File: src/rtl/bus_xfer_ctrl_if.sv
// Command and register-strobe bundle between a command source and bus_xfer_ctrl.
interface bus_xfer_ctrl_if;
  logic       cmd_valid;
  logic       cmd_ready;
  logic [1:0] cmd_op;
  logic [1:0] cmd_src;
  logic [1:0] cmd_dst;
  logic [3:0] cmd_imm;
  logic [3:0] im;
  logic [3:0] rs1;
  logic [3:0] rs2;
  logic [3:0] ws1;
  logic       busy;
  logic       done;
  logic       err;
  logic [7:0] xfer_cnt;

  // Command source side
  modport master (
    output cmd_valid, cmd_op, cmd_src, cmd_dst, cmd_imm,
    input  cmd_ready, im, rs1, rs2, ws1, busy, done, err, xfer_cnt
  );

  // Controller side
  modport slave (
    input  cmd_valid, cmd_op, cmd_src, cmd_dst, cmd_imm,
    output cmd_ready, im, rs1, rs2, ws1, busy, done, err, xfer_cnt
  );
endinterface

File: src/rtl/bus_xfer_ctrl.sv
// Bus transfer controller: sequences LDI (immediate load) and MOV (register to
// register over a shared bus) commands into one-hot register strobes.
module bus_xfer_ctrl #(
  parameter int NREG = 4,
  parameter int TURN = 1
) (
  input logic          clk,
  input logic          rst,
  bus_xfer_ctrl_if.slave bus
);

  typedef enum logic [2:0] {
    ST_IDLE,
    ST_IMM,
    ST_DRIVE,
    ST_LATCH,
    ST_TURN,
    ST_FIN
  } state_t;

  typedef enum logic [1:0] {
    OP_NOP = 2'b00,
    OP_LDI = 2'b01,
    OP_MOV = 2'b10,
    OP_ILL = 2'b11
  } op_t;

  state_t           state;
  logic [NREG-1:0]  rs1_q;
  logic [NREG-1:0]  rs2_q;
  logic [NREG-1:0]  ws1_q;
  logic [3:0]       im_q;
  logic [1:0]       dst_q;
  logic             ill_q;
  logic             count_q;
  logic [1:0]       turn_left;
  logic [7:0]       cnt_q;

  function automatic logic [NREG-1:0] sel(input logic [1:0] idx);
    logic [NREG-1:0] v;
    v      = '0;
    v[idx] = 1'b1;
    return v;
  endfunction

  // Command sequencing; strobes are registered alongside the state so they
  // change on the same edge as the state they belong to.
  always_ff @(posedge clk) begin
    if (rst) begin
      state     <= ST_IDLE;
      rs1_q     <= '0;
      rs2_q     <= '0;
      ws1_q     <= '0;
      im_q      <= '0;
      dst_q     <= '0;
      ill_q     <= 1'b0;
      count_q   <= 1'b0;
      turn_left <= '0;
      cnt_q     <= '0;
    end else begin
      case (state)
        ST_IDLE: begin
          if (bus.cmd_valid) begin
            dst_q <= bus.cmd_dst;
            ill_q <= (op_t'(bus.cmd_op) == OP_ILL);
            if (op_t'(bus.cmd_op) == OP_LDI) begin
              rs1_q   <= sel(bus.cmd_dst);
              im_q    <= bus.cmd_imm;
              count_q <= 1'b1;
              state   <= ST_IMM;
            end else if (op_t'(bus.cmd_op) == OP_MOV && bus.cmd_src != bus.cmd_dst) begin
              ws1_q   <= sel(bus.cmd_src);
              count_q <= 1'b1;
              state   <= ST_DRIVE;
            end else begin
              count_q <= 1'b0;
              state   <= ST_FIN;
            end
          end
        end
        ST_IMM: begin
          rs1_q <= '0;
          state <= ST_FIN;
        end
        ST_DRIVE: begin
          // Source keeps driving; destination latches after a full settle cycle.
          rs2_q <= sel(dst_q);
          state <= ST_LATCH;
        end
        ST_LATCH: begin
          ws1_q     <= '0;
          rs2_q     <= '0;
          turn_left <= 2'(TURN - 1);
          state     <= ST_TURN;
        end
        ST_TURN: begin
          if (turn_left == '0) begin
            state <= ST_FIN;
          end else begin
            turn_left <= turn_left - 2'd1;
          end
        end
        ST_FIN: begin
          if (count_q) begin
            cnt_q <= cnt_q + 8'd1;
          end
          state <= ST_IDLE;
        end
        default: state <= ST_IDLE;
      endcase
    end
  end

  // Status decoded from registered state; ready is additionally masked by reset.
  always_comb begin
    bus.cmd_ready = (state == ST_IDLE) && !rst;
    bus.busy      = (state != ST_IDLE);
    bus.done      = (state == ST_FIN);
    bus.err       = (state == ST_FIN) && ill_q;
    bus.im        = im_q;
    bus.rs1       = rs1_q;
    bus.rs2       = rs2_q;
    bus.ws1       = ws1_q;
    bus.xfer_cnt  = cnt_q;
  end

endmodule

File: src/flat_wrapper.sv
// flat-port wrapper written by rule: the top's interface ports become plain ports
module bus_xfer_ctrl_flat 
#(
  parameter int NREG = 4,
  parameter int TURN = 1
)
  (clk, rst, bus_cmd_valid, bus_cmd_op, bus_cmd_src, bus_cmd_dst, bus_cmd_imm, bus_cmd_ready, bus_im, bus_rs1, bus_rs2, bus_ws1, bus_busy, bus_done, bus_err, bus_xfer_cnt);
  bus_xfer_ctrl_if bus_i ();
  input logic clk;
  input logic rst;
  input wire logic [$bits(bus_i.cmd_valid)-1:0] bus_cmd_valid;
  input wire logic [$bits(bus_i.cmd_op)-1:0] bus_cmd_op;
  input wire logic [$bits(bus_i.cmd_src)-1:0] bus_cmd_src;
  input wire logic [$bits(bus_i.cmd_dst)-1:0] bus_cmd_dst;
  input wire logic [$bits(bus_i.cmd_imm)-1:0] bus_cmd_imm;
  output wire logic [$bits(bus_i.cmd_ready)-1:0] bus_cmd_ready;
  output wire logic [$bits(bus_i.im)-1:0] bus_im;
  output wire logic [$bits(bus_i.rs1)-1:0] bus_rs1;
  output wire logic [$bits(bus_i.rs2)-1:0] bus_rs2;
  output wire logic [$bits(bus_i.ws1)-1:0] bus_ws1;
  output wire logic [$bits(bus_i.busy)-1:0] bus_busy;
  output wire logic [$bits(bus_i.done)-1:0] bus_done;
  output wire logic [$bits(bus_i.err)-1:0] bus_err;
  output wire logic [$bits(bus_i.xfer_cnt)-1:0] bus_xfer_cnt;
  assign bus_i.cmd_valid = bus_cmd_valid;
  assign bus_i.cmd_op = bus_cmd_op;
  assign bus_i.cmd_src = bus_cmd_src;
  assign bus_i.cmd_dst = bus_cmd_dst;
  assign bus_i.cmd_imm = bus_cmd_imm;
  assign bus_cmd_ready = bus_i.cmd_ready;
  assign bus_im = bus_i.im;
  assign bus_rs1 = bus_i.rs1;
  assign bus_rs2 = bus_i.rs2;
  assign bus_ws1 = bus_i.ws1;
  assign bus_busy = bus_i.busy;
  assign bus_done = bus_i.done;
  assign bus_err = bus_i.err;
  assign bus_xfer_cnt = bus_i.xfer_cnt;
  bus_xfer_ctrl #(.NREG(NREG), .TURN(TURN)) u_core (.clk(clk), .rst(rst), .bus(bus_i));
endmodule
File: config.mk
export PLATFORM = sky130hd
export DESIGN_NAME = bus_xfer_ctrl_flat
export DESIGN_NICKNAME = d
export VERILOG_FILES = /design/src/rtl/bus_xfer_ctrl_if.sv /design/src/rtl/bus_xfer_ctrl.sv /design/src/flat_wrapper.sv
export SDC_FILE = /design/constraint.sdc
export NUM_CORES = 1
export LEC_CHECK = 0
export BUFFER_PORTS_ARGS = -buffer_cell sky130_fd_sc_hd__buf_2
export CORE_MARGIN = 1
export CORE_UTILIZATION = 50
export CTS_CLUSTER_DIAMETER = 150
export DETAILED_ROUTE_END_ITERATION = 10
export HOLD_SLACK_MARGIN = 0.15
export PLACE_DENSITY = 0.79
export SYNTH_ARGS = -nofsm -noshare
export SYNTH_HDL_FRONTEND = slang
export SYNTH_SLANG_ARGS = --single-unit
File: constraint.sdc
create_clock -name clk -period 2.44 [get_ports clk]
set_input_delay 0.366 -clock clk [delete_from_list [all_inputs] [get_ports clk]]
set_output_delay 0.366 -clock clk [all_outputs]
set_load 0.02 [all_outputs]
==> results of run 1 <==
## state kept, by name, summed over array words and instances (netlist names)
| signal | cells |
|---|---|
| u_core.turn_left | 2 |
| u_core.bus.im | 4 |
| u_core.ill_q | 1 |
| u_core.bus.xfer_cnt | 8 |
| u_core.count_q | 1 |
| u_core.bus.rs2 | 4 |
| u_core.bus.rs1 | 4 |
| u_core.bus.ws1 | 4 |
| u_core.dst_q | 2 |
| u_core.state | 3 |
## report_power, final
part | internal, uW | switching (uW)
registers | 562 | 40.5
clock network | 110 | 179
logic | 79.5 | 114
## path summary, 6_finish.rpt
check	startpoint	endpoint	slack [ns]	depth (start not counted)
worst max-delay path	u_core.state[2]$_SDFFE_PP0P_	bus_cmd_ready	0.49	4
worst min-delay path	bus_cmd_imm[0]	u_core.bus.im[0]$_SDFFE_PP0P_	0.26	3
worst max register to register	u_core.state[2]$_SDFFE_PP0P_	u_core.bus.rs1[1]$_SDFFE_PP0P_	0.65	4
worst min register to register	u_core.bus.rs1[3]$_SDFFE_PP0P_	u_core.bus.rs1[3]$_SDFFE_PP0P_	0.46	2
## critical path: stages, from the launching register on
cell and delay [ns]:
dfxtp_1 0.47, nor3_1 0.41, inv_1 0.10, nor2_1 0.09, buf_2 0.17
## through the flow
step	instances	hold slack (ns)	total power [uW]	instance area (sq um)	utilization (%)
3_5_place_dp	235	0.446	809	1690	60.9
6_report	243	0.257	1090	1740	62.7
2_1_floorplan	171	0.427	750	1480	-
3_3_place_gp	235	0.436	800	1690	60.9
5_1_grt	243	0.276	1150	1740	62.7
4_1_cts	243	0.253	1090	1740	62.7
## cell type report
type | instances | area, sq um | share of cell area (%)
clock buffers | 6 | 41.3 | 2.37
clock inverters | 2 | 10.0 | 0.574
inverters | 6 | 22.5 | 1.29
multi-input cells | 124 | 763 | 43.8
flip-flops and latches | 33 | 661 | 37.9
well taps | 31 | 38.8 | 2.22
repair buffers | 41 | 208 | 11.9
## cells in the mapped netlist, types with 2 or more instances
cell type | count | area, sq um
dfxtp_1 | 33 | 661
nand2_1 | 25 | 93.8
nor2_1 | 19 | 71.3
a21oi_1 | 17 | 85.1
clkbuf_1 | 6 | 22.5
inv_1 | 6 | 22.5
xor2_1 | 6 | 52.6
a22oi_1 | 4 | 30.0
mux2i_1 | 4 | 40.0
nand4_1 | 4 | 25.0
or3b_1 | 4 | 35.0
xnor2_1 | 4 | 35.0
a211oi_1 | 3 | 22.5
nand2b_1 | 3 | 18.8
nor3_1 | 3 | 15.0
and3_1 | 2 | 12.5
ha_1 | 2 | 25.0
nand3b_1 | 2 | 15.0
nor3b_1 | 2 | 15.0
nor4_1 | 2 | 12.5
o21bai_1 | 2 | 15.0
or3_1 | 2 | 12.5
## cell families after synthesis
family	count (synthesis)
compound gates	31
xor+xnor	10
simple gates	77
flops	33
buf+inv	14
mux	4
fa+ha+maj	2
## layer usage
layer / up-vias / global-route usage [%] / wire length [um]
li1: 666 / - / -
met1: 620 / 26.3 / 1350
met2: 27 / 34.3 / 1480
met3: 4 / 7.37 / 147
met4: 0 / 9.41 / 63
met5: - / 0 / 0
==> flow_summary.ini, run 1 <==
[status]
status = finished, final reports clean

[synth]
syn_inst = 171
synth_fa_ha_area_share_pct = 1.69
syn_area_sq_um = 1480
synth_top_family_by_area = simple AND/OR/NAND/NOR gates
yosysUniqueCellTypes = 38
yosys.area_share.simple_pct = 27.7
muxShareOfSynthArea_pct = 2.70
synth_compound_gate_area_share_pct = 13.5
synth_xor_area_share_pct = 5.91
synth-edff-count = 0
synth_flop_cell = dfxtp_1
yosysWarnings = 0
async_flop_share_pct = 0
avgSynthCellArea_sq_um = 8.66
ys_ff_latch = 33
seq_area_frac_synth_pct = 44.6
synth_nets = 186

[detailed_routing]
routedWlPerCell_um = 12.5
totalWireLength_um = 3040
initialDrtViolationCount = 28
drt_first_pass_iters = 4
vias = 1317
avgViaCountPerCell = 5.42
remaining_drc_errors = 0
final_antenna_net_count = 0

[timing]
rsz0062_at_grt = no
finClkSkew_ns = 0.0134
maxSlewHeadroom_pct = 67.4
timing.fmax_mhz = 512
layout_worst_path_cycle_share_pct = 80.0
report.final.slew_viol_count = 0
min_period_ns = 1.95
max_slew.worst_pin.slew_ns = 0.489
fin_ws_ns = 0.488
finalSetupTns_ns = 0
finalHoldViolCount = 0
finalSetupViolCount = 0

[power]
power_density_nw_per_um2 = 622
irDropWorstVdd_v = 0.000487
p_leak_uw = 0.000764

[grt]
grt_pass1_wl_um = 5250
grt_overflow = 0
grt_usage_pct = 21.6
grt_max_degree = 29
antenna_found_initial = 0
grt_pass1_vias = 1177

[clocking]
ctsRootBufferMaster = clkbuf_4
cts-htree-levels = 2
clock-sinks = 33
hold_buffers = 0
cts.path.max_buffers = 2
cts_buffers = 5
cts_setup_buffers = 0
cts_tree = yes
worstSkewPairLatency_ns = 0.34
cts_resized = 0
clkSlewWorstSetupHoldPaths_ns = 0.10

[final_layout]
antenna_cells = 0
layout.nets = 226
final_common_cell = buf_2
final_cell_mix = buf_2 (40), dfxtp_1 (33), nand2_1 (25)
layout-drive-gt1-share_pct = 24.5
area_growth_pct = 17.7
fillerInstances = 258

[setup_path]
end_kind = output port
arrival_ns = 1.59
worstPathRequired_ns = 2.07
crit_type = reg2out
crit_fanout = 15
start_kind = flop

[floorplan]
core_region_area_sq_um = 2780
rows = 19
dieArea_sq_um = 3180
die_width_um = 56.4
die_y_um = 56.4
io_pins = 41
initial_core_util_pct = 53.3

[placement]
dp_hpwl_um = 2250
gp_congestion = 0.799
dp_worst_setup_slack_ns = 0.670
portBuffers = 40

[run]
drv_cap = 0

[worst_hold_path]
hp-class = in2reg
No activity file was read; power rests on OpenSTA's default activity.
==> inputs of run 2 (changes only) <==
--- a/config.mk
+++ b/config.mk
@@ -5,13 +5,14 @@
 export SDC_FILE = /design/constraint.sdc
 export NUM_CORES = 1
 export LEC_CHECK = 0
+export ABC_AREA = 1
 export BUFFER_PORTS_ARGS = -buffer_cell sky130_fd_sc_hd__buf_2
 export CORE_MARGIN = 1
 export CORE_UTILIZATION = 50
 export CTS_CLUSTER_DIAMETER = 150
 export DETAILED_ROUTE_END_ITERATION = 10
 export HOLD_SLACK_MARGIN = 0.15
-export PLACE_DENSITY = 0.79
+export PLACE_DENSITY = 0.78
 export SYNTH_ARGS = -nofsm -noshare
 export SYNTH_HDL_FRONTEND = slang
 export SYNTH_SLANG_ARGS = --single-unit
==> constraint.sdc (replaced) <==
create_clock -name clk -period 2 [get_ports clk]
set_input_delay 0.3 -clock clk [delete_from_list [all_inputs] [get_ports clk]]
set_output_delay 0.3 -clock clk [all_outputs]
set_load 0.02 [all_outputs]
==> run 2 against run 1 <==
Sequential share of layout area decreased by 4.1 points. Register-to-register slack improved by 0.02 ns. Die area increased by 9.4%. Utilization increased by 0.83 points. First-iteration DRC count increased to 2.7 times the previous value. Setup slack got worse by 0.085 ns. Via count increased by 21%. Critical path depth unchanged. Routed wire length increased by 11%.
==> flow_summary.ini, run 2 <==
[timing]
finalSetupViolCount = 0
max_slew.worst_pin.slew_ns = 0.579
timing.fmax_mhz = 626
report.final.slew_viol_count = 0
finClkSkew_ns = 0.00942
rsz0062_at_grt = no
maxSlewHeadroom_pct = 61.4
finalHoldViolCount = 0
layout_worst_path_cycle_share_pct = 79.9
min_period_ns = 1.60
finalSetupTns_ns = 0

[placement]
portBuffers = 40
gp_congestion = 0.879
dp_hpwl_um = 2460

[detailed_routing]
routedWlPerCell_um = 10.2
totalWireLength_um = 3370
avgViaCountPerCell = 4.84
final_antenna_net_count = 0
initialDrtViolationCount = 75
vias = 1592
remaining_drc_errors = 0
drt_first_pass_iters = 4

[floorplan]
core_region_area_sq_um = 3080
rows = 20
die_y_um = 59.0
initial_core_util_pct = 52.8
dieArea_sq_um = 3490
io_pins = 41
die_width_um = 59.0

[grt]
antenna_found_initial = 0
grt_pass1_wl_um = 5510
grt_usage_pct = 21.2
grt_max_degree = 22
grt_overflow = 0
grt_pass1_vias = 1274

[status]
status = finished, final reports clean

[clocking]
cts_buffers = 5
worstSkewPairLatency_ns = 0.34
cts_resized = 0
ctsRootBufferMaster = clkbuf_4
clock-sinks = 33
hold_buffers = 0
cts_setup_buffers = 0
cts_tree = yes
clkSlewWorstSetupHoldPaths_ns = 0.09
cts-htree-levels = 2
cts.path.max_buffers = 2

[setup_path]
crit_type = reg2out
crit_fanout = 6
startpoint = u_core.state[2]$_SDFFE_PP0P_
arrival_ns = 1.30
end_kind = output port
worstPathRequired_ns = 1.70
start_kind = flop
r2r_start = u_core.state[2]$_SDFFE_PP0P_

[synth]
syn_inst = 240
muxShareOfSynthArea_pct = 0
synth-edff-count = 0
ys_top_cells_by_area = dfxtp_1 (41%), nand2_1 (13%), nand3_1 (8.6%)
seq_area_frac_synth_pct = 40.6
synth_flop_cell = dfxtp_1
yosysUniqueCellTypes = 23
syn_area_sq_um = 1630
synth_compound_gate_area_share_pct = 9.77
ys_ff_latch = 33
synthTopCellsByCount = nand2_1 (56), inv_1 (34), dfxtp_1 (33), nor2_1 (33), nand3_1 (28)
async_flop_share_pct = 0
synth_top_area_share_pct = 40.6
synth_fa_ha_area_share_pct = 1.54
yosys.area_share.simple_pct = 38.3
synth_xor_area_share_pct = 0
synth_top_family_by_area = simple AND/OR/NAND/NOR gates
avgSynthCellArea_sq_um = 6.78
yosysTopAreaCell = dfxtp_1
synth_most_common_cell = nand2_1
yosysWarnings = 0
synth_nets = 255

[final_layout]
area_growth_pct = 20.2
antenna_cells = 0
final_cell_mix = nand2_1 (56), buf_2 (40), inv_1 (34)
layout-drive-gt1-share_pct = 21.4
layout.nets = 299
final_common_cell = nand2_1
largest_reg_flops = 8

[power]
power_density_nw_per_um2 = 1070
irDropWorstVdd_v = 0.000738
p_leak_uw = 0.00102
total_power_uw = 2090

[worst_hold_path]
hp-class = in2reg
min_from = bus_cmd_imm[3]

[run]
drv_cap = 0
run 2: changes by cell type after synthesis, moves of 4 or more:
cell / before / now
a22oi_1: 4 / 0
inv_1: 6 / 34
mux2i_1: 4 / 0
nand3_1: 1 / 28
or3b_1: 4 / 0
xor2_1: 6 / 0
xnor2_1: 4 / 0
o21ai_0: 1 / 10
nand2_1: 25 / 56
nor2_1: 19 / 33
run 2: worst max-delay path, cell delays in order (launching register included):
cell and delay (ns):
dfxtp_1 0.39, nor2_4 0.19, nand2_4 0.11, nor2_1 0.11, buf_2 0.17
run 2: kinds of logic after synthesis:
| kind of cell | after synthesis |
|---|---|
| AND/OR/NAND/NOR | 133 |
| buffers and inverters | 41 |
| flip-flops | 33 |
| AO/OA/AOI/OAI | 31 |
| adder cells (fa/ha/maj) | 2 |
run 2: power breakdown:
group / internal [uW] / switching [uW]
Combinational: 241 / 499
Clock: 298 / 233
Sequential: 743 / 78.3
run 2: cell type report:
class,instances,area (sq um)
Tap cell,44,55.1
Clock inverter,1,30.0
Inverter,38,148
Sequential cell,33,661
Timing Repair Buffer,40,200
Multi-Input combinational cell,166,807
Clock buffer,7,55.1
Fill cell,300,1120
run 2: final timing paths:
check	slack, ns	to	cells past startpoint
worst min register to register	0.46	u_core.bus.rs2[3]$_SDFFE_PP0P_	2
worst max-delay path	0.40	bus_cmd_ready	4
worst max register to register	0.67	u_core.bus.rs1[3]$_SDFFE_PP0P_	8
worst min-delay path	0.20	u_core.bus.im[3]$_SDFFE_PP0P_	3
run 2: metal layers:
layer  global-route usage, %  up-vias  share of wire [%]
met3                    4.59        5                4.1
li1                        -      848                  -
met1                    27.7      707                 47
met5                       0        -                  0
met4                    12.2        0                1.6
met2                    32.3       32                 47
run 2: stage by stage:
| step | cells | hold WS [ns] | setup slack (ns) | cell area (sq um) | util [%] |
|---|---|---|---|---|---|
| 5_1_grt | 329 | 0.205 | 0.320 | 1960 | 63.5 |
| 2_1_floorplan | 240 | 0.369 | 0.760 | 1630 | - |
| 3_5_place_dp | 321 | 0.449 | 0.621 | 1870 | 60.8 |
| 3_3_place_gp | 321 | 0.438 | 0.657 | 1870 | 60.8 |
| 6_report | 329 | 0.196 | 0.402 | 1960 | 63.5 |
| 4_1_cts | 329 | 0.179 | 0.381 | 1960 | 63.5 |
==> inputs of run 3 (changes only) <==
==> constraint.sdc (replaced) <==
create_clock -name clk -period 1.5 [get_ports clk]
set_input_delay 0.225 -clock clk [delete_from_list [all_inputs] [get_ports clk]]
set_output_delay 0.225 -clock clk [all_outputs]
set_load 0.02 [all_outputs]
==> run 3 against run 2 <==
Clock-buffer cell count did not move. Sequential share of layout area down 1.0 points. Clock power is 8.5% higher. Register-to-register slack lost 0.46 ns. Routed wire length increased by 2.4%. Global-route usage grew 0.92 points. Final cell count up 2.4%. First-iteration DRC count decreased by 24%. Flip-flop and latch count did not move. Non-clock buffer count is 8 higher. Critical endpoint unchanged. Largest cell class unchanged. Highest routed layer unchanged.
==> flow_summary.ini, run 3 (same netlist as run 2, synthesis figures left out) <==
[status]
status = finished, final reports clean

[setup_path]
cp_cell_sequence = nor2_4, nand2_4, nor2_1, buf_4
slowest_stage = dfxtp_4
max_stage_delay_ns = 0.39
crit_family = flip-flops
crit_type = reg2out
reg2reg_to = u_core.bus.rs1[1]$_SDFFE_PP0P_
crit_fanout = 6
startpoint = u_core.state[0]$_SDFFE_PP0P_
start_kind = flop
critPathCapture = bus_cmd_ready
end_kind = output port
cp_num_cells = 4
worstPathRequired_ns = 1.27
rrSetupSlack_ns = 0.21
r2r_start = u_core.state[0]$_SDFFE_PP0P_
path_buf_inv = 1
arrival_ns = 1.24
r2r_cells = 8

[clocking]
clkSlewWorstSetupHoldPaths_ns = 0.11
cts.path.max_buffers = 2
cts_buffers = 5
worstSkewPairLatency_ns = 0.34
ctsRootBufferMaster = clkbuf_4
cts_tree = yes
cts-htree-levels = 2
clock-sinks = 33

[timing]
max_slew.worst_pin.slew_ns = 0.211
report.final.slew_viol_count = 0
finClkSkew_ns = 0.0123
min_period_ns = 1.47
finalHoldViolCount = 0
hold_ws_ns = 0.166
layout_worst_path_cycle_share_pct = 97.9
timing.fmax_mhz = 681
rsz0062_at_grt = yes
maxSlewHeadroom_pct = 85.9
finalSetupViolCount = 0

[detailed_routing]
initialDrtViolationCount = 57
totalWireLength_um = 3450
remaining_drc_errors = 0
vias = 1597
avgViaCountPerCell = 4.74
final_antenna_net_count = 0
drt_first_pass_iters = 4
routedWlPerCell_um = 10.2

[final_layout]
final_cell_mix = nand2_1 (56), buf_2 (38), inv_1 (34)
largest_reg_flops = 8
layout-drive-gt1-share_pct = 23.9
layout.nets = 307
final_common_cell = nand2_1
antenna_cells = 0
fillerInstances = 298
design_area_sq_um = 2030
area_growth_pct = 25.1

[floorplan]
core_region_area_sq_um = 3080
die_width_um = 59.0
io_pins = 41
die_y_um = 59.0
rows = 20
dieArea_sq_um = 3490
initial_core_util_pct = 52.8

[grt]
grt_usage_pct = 22.1
grt_busiest_layer = met2
grt_overflow = 0
grt_max_degree = 22
grt_pass1_wl_um = 5730
antenna_found_initial = 0
met2_usage_pct = 36.2
grt_pass1_vias = 1339
use_met3_pct = 6.55
grtUsageMet1_pct = 28.0

[power]
irDropWorstVdd_v = 0.000857
pwr-share-seq_pct = 40.2
pwr-share-clk_pct = 20.8
swShare_pct = 39.9
p_int_uw = 1670
power_density_nw_per_um2 = 1360
comb_power_share_pct = 39.0
switchingPower_uw = 1100
p_leak_uw = 0.00105

[run]
drv_cap = 0

[placement]
dp_hpwl_um = 2530
gp_congestion = 0.820
place_area_sq_um = 1890
portBuffers = 40

[worst_hold_path]
hp-class = in2reg
## run 3: worst min path at each step
stage,slack (ns),from,cells past startpoint,end
3_5_place_dp,0.45,u_core.turn_left[0]$_SDFFE_PP0P_,1,u_core.turn_left[0]$_SDFFE_PP0P_
4_1_cts,0.16,bus_cmd_op[1],3,u_core.ill_q$_SDFFE_PP0N_
6_report,0.17,bus_cmd_op[1],3,u_core.ill_q$_SDFFE_PP0N_
3_3_place_gp,0.44,u_core.turn_left[0]$_SDFFE_PP0P_,1,u_core.turn_left[0]$_SDFFE_PP0P_
2_1_floorplan,0.29,rst,1,u_core.bus.xfer_cnt[6]$_SDFFE_PP0P_
5_1_grt,0.16,bus_cmd_op[1],3,u_core.ill_q$_SDFFE_PP0N_
## run 3: per-stage QoR
| stage | util [%] | power (uW) | TNS (ns) | worst slack [ns] | instances |
|---|---|---|---|---|---|
| 2_1_floorplan | - | 1870 | 0 | 0.293 | 240 |
| 3_3_place_gp | 61.3 | 2090 | 0 | 0.251 | 323 |
| 3_5_place_dp | 61.3 | 2100 | 0 | 0.209 | 323 |
| 4_1_cts | 65.0 | 2690 | 0 | 0.00848 | 335 |
| 5_1_grt | 66.1 | 2980 | -0.0297 | -0.0297 | 337 |
| 6_report | 66.1 | 2770 | 0 | 0.0322 | 337 |
## run 3: worst reg2reg max path: stages (launching register included)
cell and delay [ns]:
dfxtp_4 0.39, nor2_4 0.16, nand2_4 0.11, nor2_8 0.17, nand2_4 0.12, nand2_2 0.11
nand2_1 0.06, nand2_1 0.05, nor2_1 0.04
## run 3: routing by layer
metal | routed length, um | part of all wire (%) | vias up
met5 | 0 | 0 | -
met3 | 138 | 4.0 | 7
li1 | - | - | 862
met2 | 1660 | 48 | 30
met1 | 1600 | 46 | 698
met4 | 52 | 1.5 | 0
## run 3: timing repair
item	4_1_cts	5_1_grt
hold endpoints to repair	4	0
buffers inserted	0	2
pin swaps	0	2
endpoints found under the setup margin	1	3
hold buffers	4	0
resized for setup	3	6
## run 3: layout make-up
cell class	instances	area, sq um	share of cell area [%]
clock buffer	7	65.1	3.20
clock inverter	1	5.00	0.246
inverter	38	150	7.38
multi-input combinational	166	817	40.2
sequential	33	667	32.8
tap	44	55.1	2.71
timing repair buffer	48	275	13.5
## run 3: power groups by stage
stage	combinational (uW)	sequential [uW]	clock (uW)
after floorplan	695	1170	0
after global placement	980	1110	0
after detailed placement	989	1110	0
after CTS	1000	1100	592
after global routing	1210	1130	642
final	1080	1110	577
